<file path="config.mk">
export PLATFORM = sky130hd
export DESIGN_NAME = kl_batchmean_reduce
export DESIGN_NICKNAME = d
export VERILOG_FILES = /design/src/rtl/kl_batchmean_reduce.sv
export SDC_FILE = /design/constraint.sdc
export NUM_CORES = 1
export LEC_CHECK = 0
export CORE_UTILIZATION = 45
export CTS_CLUSTER_SIZE = 30
export DETAILED_ROUTE_END_ITERATION = 8
export PLACE_DENSITY = 0.71
export SYNTH_ARGS = -nofsm -noshare
export SYNTH_HDL_FRONTEND = slang
export SYNTH_SLANG_ARGS = --single-unit
</file>
<file path="constraint.sdc">
create_clock -name i_clk -period 7.35 [get_ports i_clk]
set_clock_uncertainty 0.15 [all_clocks]
set_input_delay 1.47 -clock i_clk [delete_from_list [all_inputs] [get_ports i_clk]]
set_output_delay 1.47 -clock i_clk [all_outputs]
set_load 0.01 [all_outputs]
</file>
<file path="src/rtl/kl_batchmean_reduce.sv">
// Batchmean reduction: saturating accumulation of signed KL terms, then a
// restoring divide by the runtime batch size, with the result held until the consumer accepts it.
module kl_batchmean_reduce #(
    parameter int DATA_W = 32,
    parameter int ACC_W  = 48,
    parameter int CNT_W  = 16
) (
    input  logic              i_clk,
    input  logic              i_rst,
    input  logic              i_valid_in,
    output logic              o_ready_in,
    input  logic              i_last_in,
    input  logic [DATA_W-1:0] i_input_data,
    input  logic [CNT_W-1:0]  i_batch_size,
    output logic              o_valid_out,
    input  logic              i_ready_out,
    output logic [DATA_W-1:0] o_output_data,
    output logic              o_sat_out,
    output logic              o_div0_out,
    output logic [1:0]        o_state
);
    // Handshakes: a beat moves when valid and ready are both high at a rising
    // edge; valid, once raised, holds with its data stable until that happens.
    typedef enum logic [1:0] {
        ST_ACCUM  = 2'd0,
        ST_DIVIDE = 2'd1,
        ST_OUTPUT = 2'd2
    } state_t;

    localparam int CW = $clog2(ACC_W + 1);
    localparam logic [ACC_W-1:0]  ACC_MAX   = {1'b0, {(ACC_W-1){1'b1}}};
    localparam logic [ACC_W-1:0]  ACC_MIN   = {1'b1, {(ACC_W-1){1'b0}}};
    localparam logic [ACC_W-1:0]  Q_POS_LIM = {{(ACC_W-DATA_W+1){1'b0}}, {(DATA_W-1){1'b1}}};
    localparam logic [ACC_W-1:0]  Q_NEG_LIM = {{(ACC_W-DATA_W){1'b0}}, 1'b1, {(DATA_W-1){1'b0}}};
    localparam logic [DATA_W-1:0] RES_MAX   = {1'b0, {(DATA_W-1){1'b1}}};
    localparam logic [DATA_W-1:0] RES_MIN   = {1'b1, {(DATA_W-1){1'b0}}};

    state_t             r_state, w_next;
    logic [ACC_W-1:0]   r_acc;
    logic               r_sat, r_div0, r_neg;
    logic [DATA_W-1:0]  r_out;
    logic [CNT_W-1:0]   r_bs, r_rem;
    logic [ACC_W-1:0]   r_dvd;
    logic [CW-1:0]      r_cnt;

    logic               w_accept, w_acc_ovf, w_ge, w_div_done, w_res_sat;
    logic [ACC_W:0]     w_sum;
    logic [ACC_W-1:0]   w_acc_sat, w_abs, w_quo;
    logic [CNT_W:0]     w_trial;
    logic [CNT_W-1:0]   w_rem_nxt;
    logic [DATA_W-1:0]  w_q_neg, w_res;

    assign w_accept  = (r_state == ST_ACCUM) && i_valid_in;
    // One guard bit: overflow shows as disagreement between the top two bits.
    assign w_sum     = {r_acc[ACC_W-1], r_acc}
                     + {{(ACC_W+1-DATA_W){i_input_data[DATA_W-1]}}, i_input_data};
    assign w_acc_ovf = w_sum[ACC_W] ^ w_sum[ACC_W-1];
    assign w_acc_sat = w_acc_ovf ? (w_sum[ACC_W] ? ACC_MIN : ACC_MAX) : w_sum[ACC_W-1:0];
    assign w_abs     = w_acc_sat[ACC_W-1] ? -w_acc_sat : w_acc_sat;

    // Remainder stays below the divisor, so the modular subtract is exact.
    assign w_trial    = {r_rem, r_dvd[ACC_W-1]};
    assign w_ge       = w_trial >= {1'b0, r_bs};
    assign w_rem_nxt  = w_ge ? (w_trial[CNT_W-1:0] - r_bs) : w_trial[CNT_W-1:0];
    assign w_quo      = {r_dvd[ACC_W-2:0], w_ge};
    assign w_div_done = (r_state == ST_DIVIDE) && (r_cnt == CW'(ACC_W - 1));

    assign w_res_sat  = r_neg ? (w_quo > Q_NEG_LIM) : (w_quo > Q_POS_LIM);
    assign w_q_neg    = -w_quo[DATA_W-1:0];
    assign w_res      = w_res_sat ? (r_neg ? RES_MIN : RES_MAX)
                                  : (r_neg ? w_q_neg : w_quo[DATA_W-1:0]);

    always_ff @(posedge i_clk) begin
        if (i_rst) r_state <= ST_ACCUM;
        else       r_state <= w_next;
    end

    always_comb begin
        w_next = r_state;
        case (r_state)
            ST_ACCUM: begin
                if (w_accept && i_last_in)
                    w_next = (i_batch_size == '0) ? ST_OUTPUT : ST_DIVIDE;
            end
            ST_DIVIDE: if (w_div_done) w_next = ST_OUTPUT;
            ST_OUTPUT: if (i_ready_out) w_next = ST_ACCUM;
            default:   w_next = ST_ACCUM;
        endcase
    end

    always_ff @(posedge i_clk) begin
        if (i_rst) begin
            r_acc  <= '0;
            r_sat  <= 1'b0;
            r_div0 <= 1'b0;
            r_neg  <= 1'b0;
            r_out  <= '0;
            r_bs   <= '0;
            r_rem  <= '0;
            r_dvd  <= '0;
            r_cnt  <= '0;
        end else begin
            case (r_state)
                ST_ACCUM: begin
                    if (w_accept) begin
                        r_acc <= w_acc_sat;
                        if (w_acc_ovf) r_sat <= 1'b1;
                        if (i_last_in) begin
                            r_bs  <= i_batch_size;
                            r_dvd <= w_abs;
                            r_rem <= '0;
                            r_cnt <= '0;
                            r_neg <= w_acc_sat[ACC_W-1];
                            if (i_batch_size == '0) begin
                                r_out  <= '0;
                                r_div0 <= 1'b1;
                            end
                        end
                    end
                end
                ST_DIVIDE: begin
                    r_dvd <= w_quo;
                    r_rem <= w_rem_nxt;
                    r_cnt <= r_cnt + CW'(1);
                    if (w_div_done) begin
                        r_out <= w_res;
                        if (w_res_sat) r_sat <= 1'b1;
                    end
                end
                ST_OUTPUT: begin
                    if (i_ready_out) begin
                        r_acc  <= '0;
                        r_sat  <= 1'b0;
                        r_div0 <= 1'b0;
                    end
                end
                default: ;
            endcase
        end
    end

    assign o_ready_in    = (r_state == ST_ACCUM);
    assign o_valid_out   = (r_state == ST_OUTPUT);
    assign o_output_data = r_out;
    assign o_sat_out     = r_sat;
    assign o_div0_out    = r_div0;
    assign o_state       = r_state;
endmodule
</file>
# ---- Yosys cells after proc, flatten, opt, wreduce, memory -nomap -nowiden
# Cells that the tools add are included.
dict set report classes {
  n_bitwise 1
  shifts 0
  n_mul 0
  n_lt_le_gt_ge 3
  mux 40
  n_reduce_logical 15
  n_eq_ne 11
  addsub 5
  div_mod_pow 0
}
# operator count
set op_table {}
lappend op_table {{$mux 48} 7}
lappend op_table {{$mux 32} 7}
lappend op_table {{$pmux 48 s2} 2}
lappend op_table {{$pmux 32 s2} 1}
lappend op_table {{$add 48x32->49} 1}
lappend op_table {{$gt 48x31->1 const B} 1}
lappend op_table {{$gt 48x32->1 const B} 1}
lappend op_table {{$mux 16} 3}
lappend op_table {{$neg 48->48} 1}
lappend op_table {{$neg 32->32} 1}
lappend op_table {{$pmux 16 s2} 1}
lappend op_table {{$ge 17x16->1} 1}
lappend op_table {{$logic_not 16->1} 1}
lappend op_table {{$sub 16x16->16} 1}
lappend op_table {{$mux 6} 2}
lappend op_table {{$ne 2x1->1 const B} 6}
lappend op_table {{$pmux 6 s2} 1}
lappend op_table {{$reduce_and 3->1} 4}
lappend op_table {{$reduce_and 5->1} 2}
lappend op_table {{$mux 1} 9}
lappend op_table {{$mux 2} 4}
lappend op_table {{$add 6x1->6 const B} 1}
lappend op_table {{$eq 6x6->1 const B} 1}
lappend op_table {{$pmux 2 s3} 1}
lappend op_table {{other kinds (11)} 15}
dict set report word_totals {
  reg_bits 171
  mem_bits_ro 0
  elab_cells 85
  n_memories 0
  latch_bits 0
  ramBits 0
}

# ---- Depth between registers and ports, before layout
dict set report depth {
  ltp_word 8
  ltp_mapped 32
  depth_no_buf 26
}

# ---- Worst setup path after synthesis
# No wires, ideal clock.
dict set report synth_path {
  kind {input -> register}
  from {input i_input_data[16]}
  to {register r_dvd[46]}
  setup_time_ns 0.136
  arrival_time_ns 7.746
  n_path_buf 8
  setup_slack_ns -0.682
  cell_stages 30
  cell_sequence {ha_1 clkbuf_1 a21oi_1 o21ai_0 a221o_1 nor3_1 a21oi_1 o21ai_0 nand2b_1 nand2b_1 a21oi_1 xor2_1 ha_1 clkbuf_1 clkbuf_1 clkbuf_1 clkbuf_1 clkbuf_1 buf_1 clkbuf_1 a21oi_1 ha_1 nand2_1 nor3_1 nand2_1 or4b_2 nor4_2 a41o_1 xor2_1 o22ai_1}
}
dict set report synth_between {
  elab_chain_cells 8
  word_cells_on_any_way 9
}
# element line_no
set synth_rtl {}
lappend synth_rtl {{start: declaration} 13} ;# input logic [DATA_W-1:0] i_input_data,
lappend synth_rtl {{$add 48x32->49 *} 56} ;# + {{(ACC_W+1-DATA_W){i_input_data[DATA_W-1]}}, i_input_data};
lappend synth_rtl {{$mux 48 / $xor 1x1->1 (equally long branches)} {58, 57}}
lappend synth_rtl {{$mux 48 *} 58} ;# assign w_acc_sat = w_acc_ovf ? (w_sum[ACC_W] ? ACC_MIN : ACC_MAX) : w_sum[ACC_W-1:0];
lappend synth_rtl {{$neg 48->48} 59} ;# assign w_abs = w_acc_sat[ACC_W-1] ? -w_acc_sat : w_acc_sat;
lappend synth_rtl {{$mux 48 *} 59}
lappend synth_rtl {{$mux 48 *} 108} ;# if (i_last_in) begin
lappend synth_rtl {{$mux 48 *} 105} ;# if (w_accept) begin
lappend synth_rtl {{$pmux 48 s2 *} 103} ;# case (r_state)
lappend synth_rtl {{end signal: assignment} 110} ;# r_dvd <= w_abs;
lappend synth_rtl {{end signal: assignment} 122} ;# r_dvd <= w_quo;
lappend synth_rtl {{end: declaration} 43} ;# logic [ACC_W-1:0] r_dvd;
# Mark *: on every way between the ends. The rest lies on a longest branch, timed or not. The select of a mux whose other input is x is not followed.
# A chain may end at the register's enable or synchronous reset.

# ---- Worst setup path in the final report
dict set report layout_path {
  from {input i_input_data[16]}
  to {register r_dvd[47]}
}
# The elaborated chain is that of the path after synthesis.

==> run metrics <==
status completed; Global Route Usage Sum 0.270; Rows 60; syn avg cell area 7.39 µm²; endpoint class of the critical path flip-flop; CP required 7.56 ns; Placer Congestion 0.999; RSZ-0062 raised after global routing false; CTS tree done; Starting DRT DRC Count 1144; first-pass GRT wire length 62.5 mm; Clock Latency Late Sink 0.44 ns; Setup TNS Final 0 ns; cell family with most CP delay simple AND/OR/NAND/NOR gates; router iterations before antenna repair 6; core area 0.0271 mm²; design area 0.0155 mm²; Synth Register Bits around 170; clock root buffer clkbuf_16; number of global-route vias before repair approximately 12000; area leader, netlist dfxtp_1; via count about 13000; Worst Tran Pin Value 1.13 ns; relative slew slack 0.247; sequential power share 0.192; CTS max path bufs 2; Area Growth Syn to Fin 24.1%; diode count 0; Area contributors post-synth dfxtp_1 (27%), nand2_1 (7.0%), a21oi_1 (6.8%); Comb power frac 0.665; Placed Area approximately 0.015 mm²; WP data arrival about 7.2 ns; most frequent cells after synthesis nand2_1 (233), dfxtp_1 (171), a21oi_1 (170); hpwl dp 29.0 mm; post-synth top area share 0.273; EDFF count, synth 0; fill count about 2500; layout net count about 2000; final non-filler cell total roughly 2300; Die Area 0.0285 mm²; Seq/Total Area, Yosys 0.273; total routed wirelength 38.5 mm; initial antenna violation count 0; Final Hold Viols 0; WL per Instance 17.1 µm; Worst-path clk slew 0.07 ns; Slowest-stage cell, CP or4b_4; clock sinks 171; Starting Density 0.462; Power per Cell Area 432 mW/mm²; Worst VDD drop around 0.23 mV; number of antenna-violating nets in the routed design 0; worst setup path endpoint r_dvd[47]; RR Endpoint r_dvd[47]; Hold Buf Count CTS 0; HP Class flip-flop to flip-flop; fmax between 100 and 150 MHz; Final Setup Violations 0; max-cap viol count 0; CP bufs+invs 3; Net Sw Frac 0.493; post-synthesis async set-or-reset flop share 0; TritonCTS Buffers 17; dpl cells 2224; number of H-tree levels 4; Net Count, Synth roughly 1800; Die W roughly 170 µm; crit share post-route 0.952; startpoint types input port; max-slew violation count 0; CP Class input port to flip-flop; critical-path maximum fanout 12; Syn Std Cell Area roughly 0.013 mm²; R2R cell count 27; Clock power frac 0.143; IO Pins 91; critical path depth 27; CTS resizes 0; largest net degree at the start of global routing 83; number of port buffers 90; Tmin final 7.00 ns; total grt overflow 0; drc violations 0; layout cells sized above 1 0.136; Sw Pwr 3.30 mW; R2R Setup Slk 1.48 ns; Vias/cell 5.88; synthesis warning total 0; Post CTS Setup Buffer Count 0; hold path depth 2; Syn Inst Count 1694; post-layout util 0.573; leak pwr 6.16 nW; predominant post-synthesis flop cell dfxtp_1; Tot Pwr 6.71 mW; synth unique cells 77; most frequent cell after synthesis nand2_1; CP peak stage delay 0.57 ns; Internal around 3.4 mW; FF-to-FF Start r_acc[17]; Crit. Startpoint i_input_data[16]; Die H about 170 µm
## power groups by stage
stage / registers (mW) / clock network (mW) / logic (mW)
final: 1.29 / 0.958 / 4.46
after floorplan: 1.24 / 0 / 2.90
after global placement: 1.29 / 0 / 4.26
after detailed placement: 1.30 / 0 / 4.32
after global routing: 1.31 / 1.01 / 4.85
after CTS: 1.28 / 0.974 / 4.35
## area by class of cell
| class | instances | area (µm²) | share of cell area |
|---|---|---|---|
| timing repair buffer | 266 | 2230 | 0.144 |
| tap | 372 | 465 | 0.0300 |
| multi-input combinational | 1368 | 8610 | 0.554 |
| sequential | 171 | 3420 | 0.220 |
| clock inverter | 13 | 170 | 0.0110 |
| inverter | 47 | 176 | 0.0114 |
| clock buffer | 19 | 453 | 0.0292 |
## per-stage QoR
stage | setup slack, ns | hold slack, ns
2_1_floorplan | 0.0193 | 0.286
3_3_place_gp | -0.153 | 0.286
3_5_place_dp | -0.277 | 0.296
4_1_cts | 0.126 | 0.306
5_1_grt | 0.00372 | 0.322
6_report | 0.349 | 0.302
## layer usage
layer | vias to the layer above | part of all wire | global-route usage
met2 | 443 | 0.44 | 0.424
met3 | 47 | 0.063 | 0.0397
met4 | 0 | 0.017 | 0.0704
li1 | 6560 | - | -
met5 | - | 0 | 0
met1 | 6222 | 0.48 | 0.384
## placed cells by master, fill, tap and decap left out, types with 7 or more instances in the layout
cell             instances
a31oi_1                  9
nor3_1                  37
inv_1                   47
a211oi_1                 9
mux2_2                   7
nand2_1                232
a22oi_1                 87
nand4_1                 33
o22ai_1                 44
o21bai_1                10
and3_1                   7
o21ai_0                110
o21a_1                  14
clkbuf_16               17
ha_1                    66
dfxtp_1                171
or3_1                   12
buf_4                  176
nand2b_1                28
or2_2                    7
o41ai_1                  9
and2_1                   8
nand3_1                 22
nor2b_1                  9
a41oi_1                  7
nor2_1                 149
clkdlybuf4s50_1         89
a21oi_1                165
mux2i_1                 10
o31ai_1                 15
a21o_1                  24
xnor2_1                 70
xor2_1                  32
nor4_1                  15
o31a_1                   7
o211ai_1                11
## state kept, by name (all words and copies together), names as in the netlist, 2 cells and up
name           flops
o_state            2
r_dvd             48
r_cnt              6
r_rem             16
o_output_data     32
r_bs              16
r_acc             48
## worst min-delay path by stage
stage / startpoint / endpoint / slack, ns
after floorplan: r_bs[10] / r_bs[10] / 0.29
after global placement: o_output_data[25] / o_output_data[25] / 0.29
after detailed placement: o_output_data[27] / o_output_data[27] / 0.30
after CTS: o_output_data[27] / o_output_data[27] / 0.31
after global routing: o_output_data[27] / o_output_data[27] / 0.32
final: o_output_data[27] / o_output_data[27] / 0.30
## tightest hold or removal path, delay by kind of cell, from the launching register on
kind             cells  cell delay [ns]
AO/OA/AOI/OAI        1             0.05
flip-flops           1             0.31
AND/OR/NAND/NOR      1             0.05
## cells by family (layout without fill, tap and decap cells)
family	count (synthesis)	count (layout)	share of synthesized area
xor+xnor	102	102	0.0714
flops	171	171	0.273
buf+inv	155	345	0.0470
mux	17	17	0.0143
simple gates	596	596	0.224
compound gates	583	583	0.298
fa+ha+maj	70	70	0.0712
(Power assumes the default switching activity.)
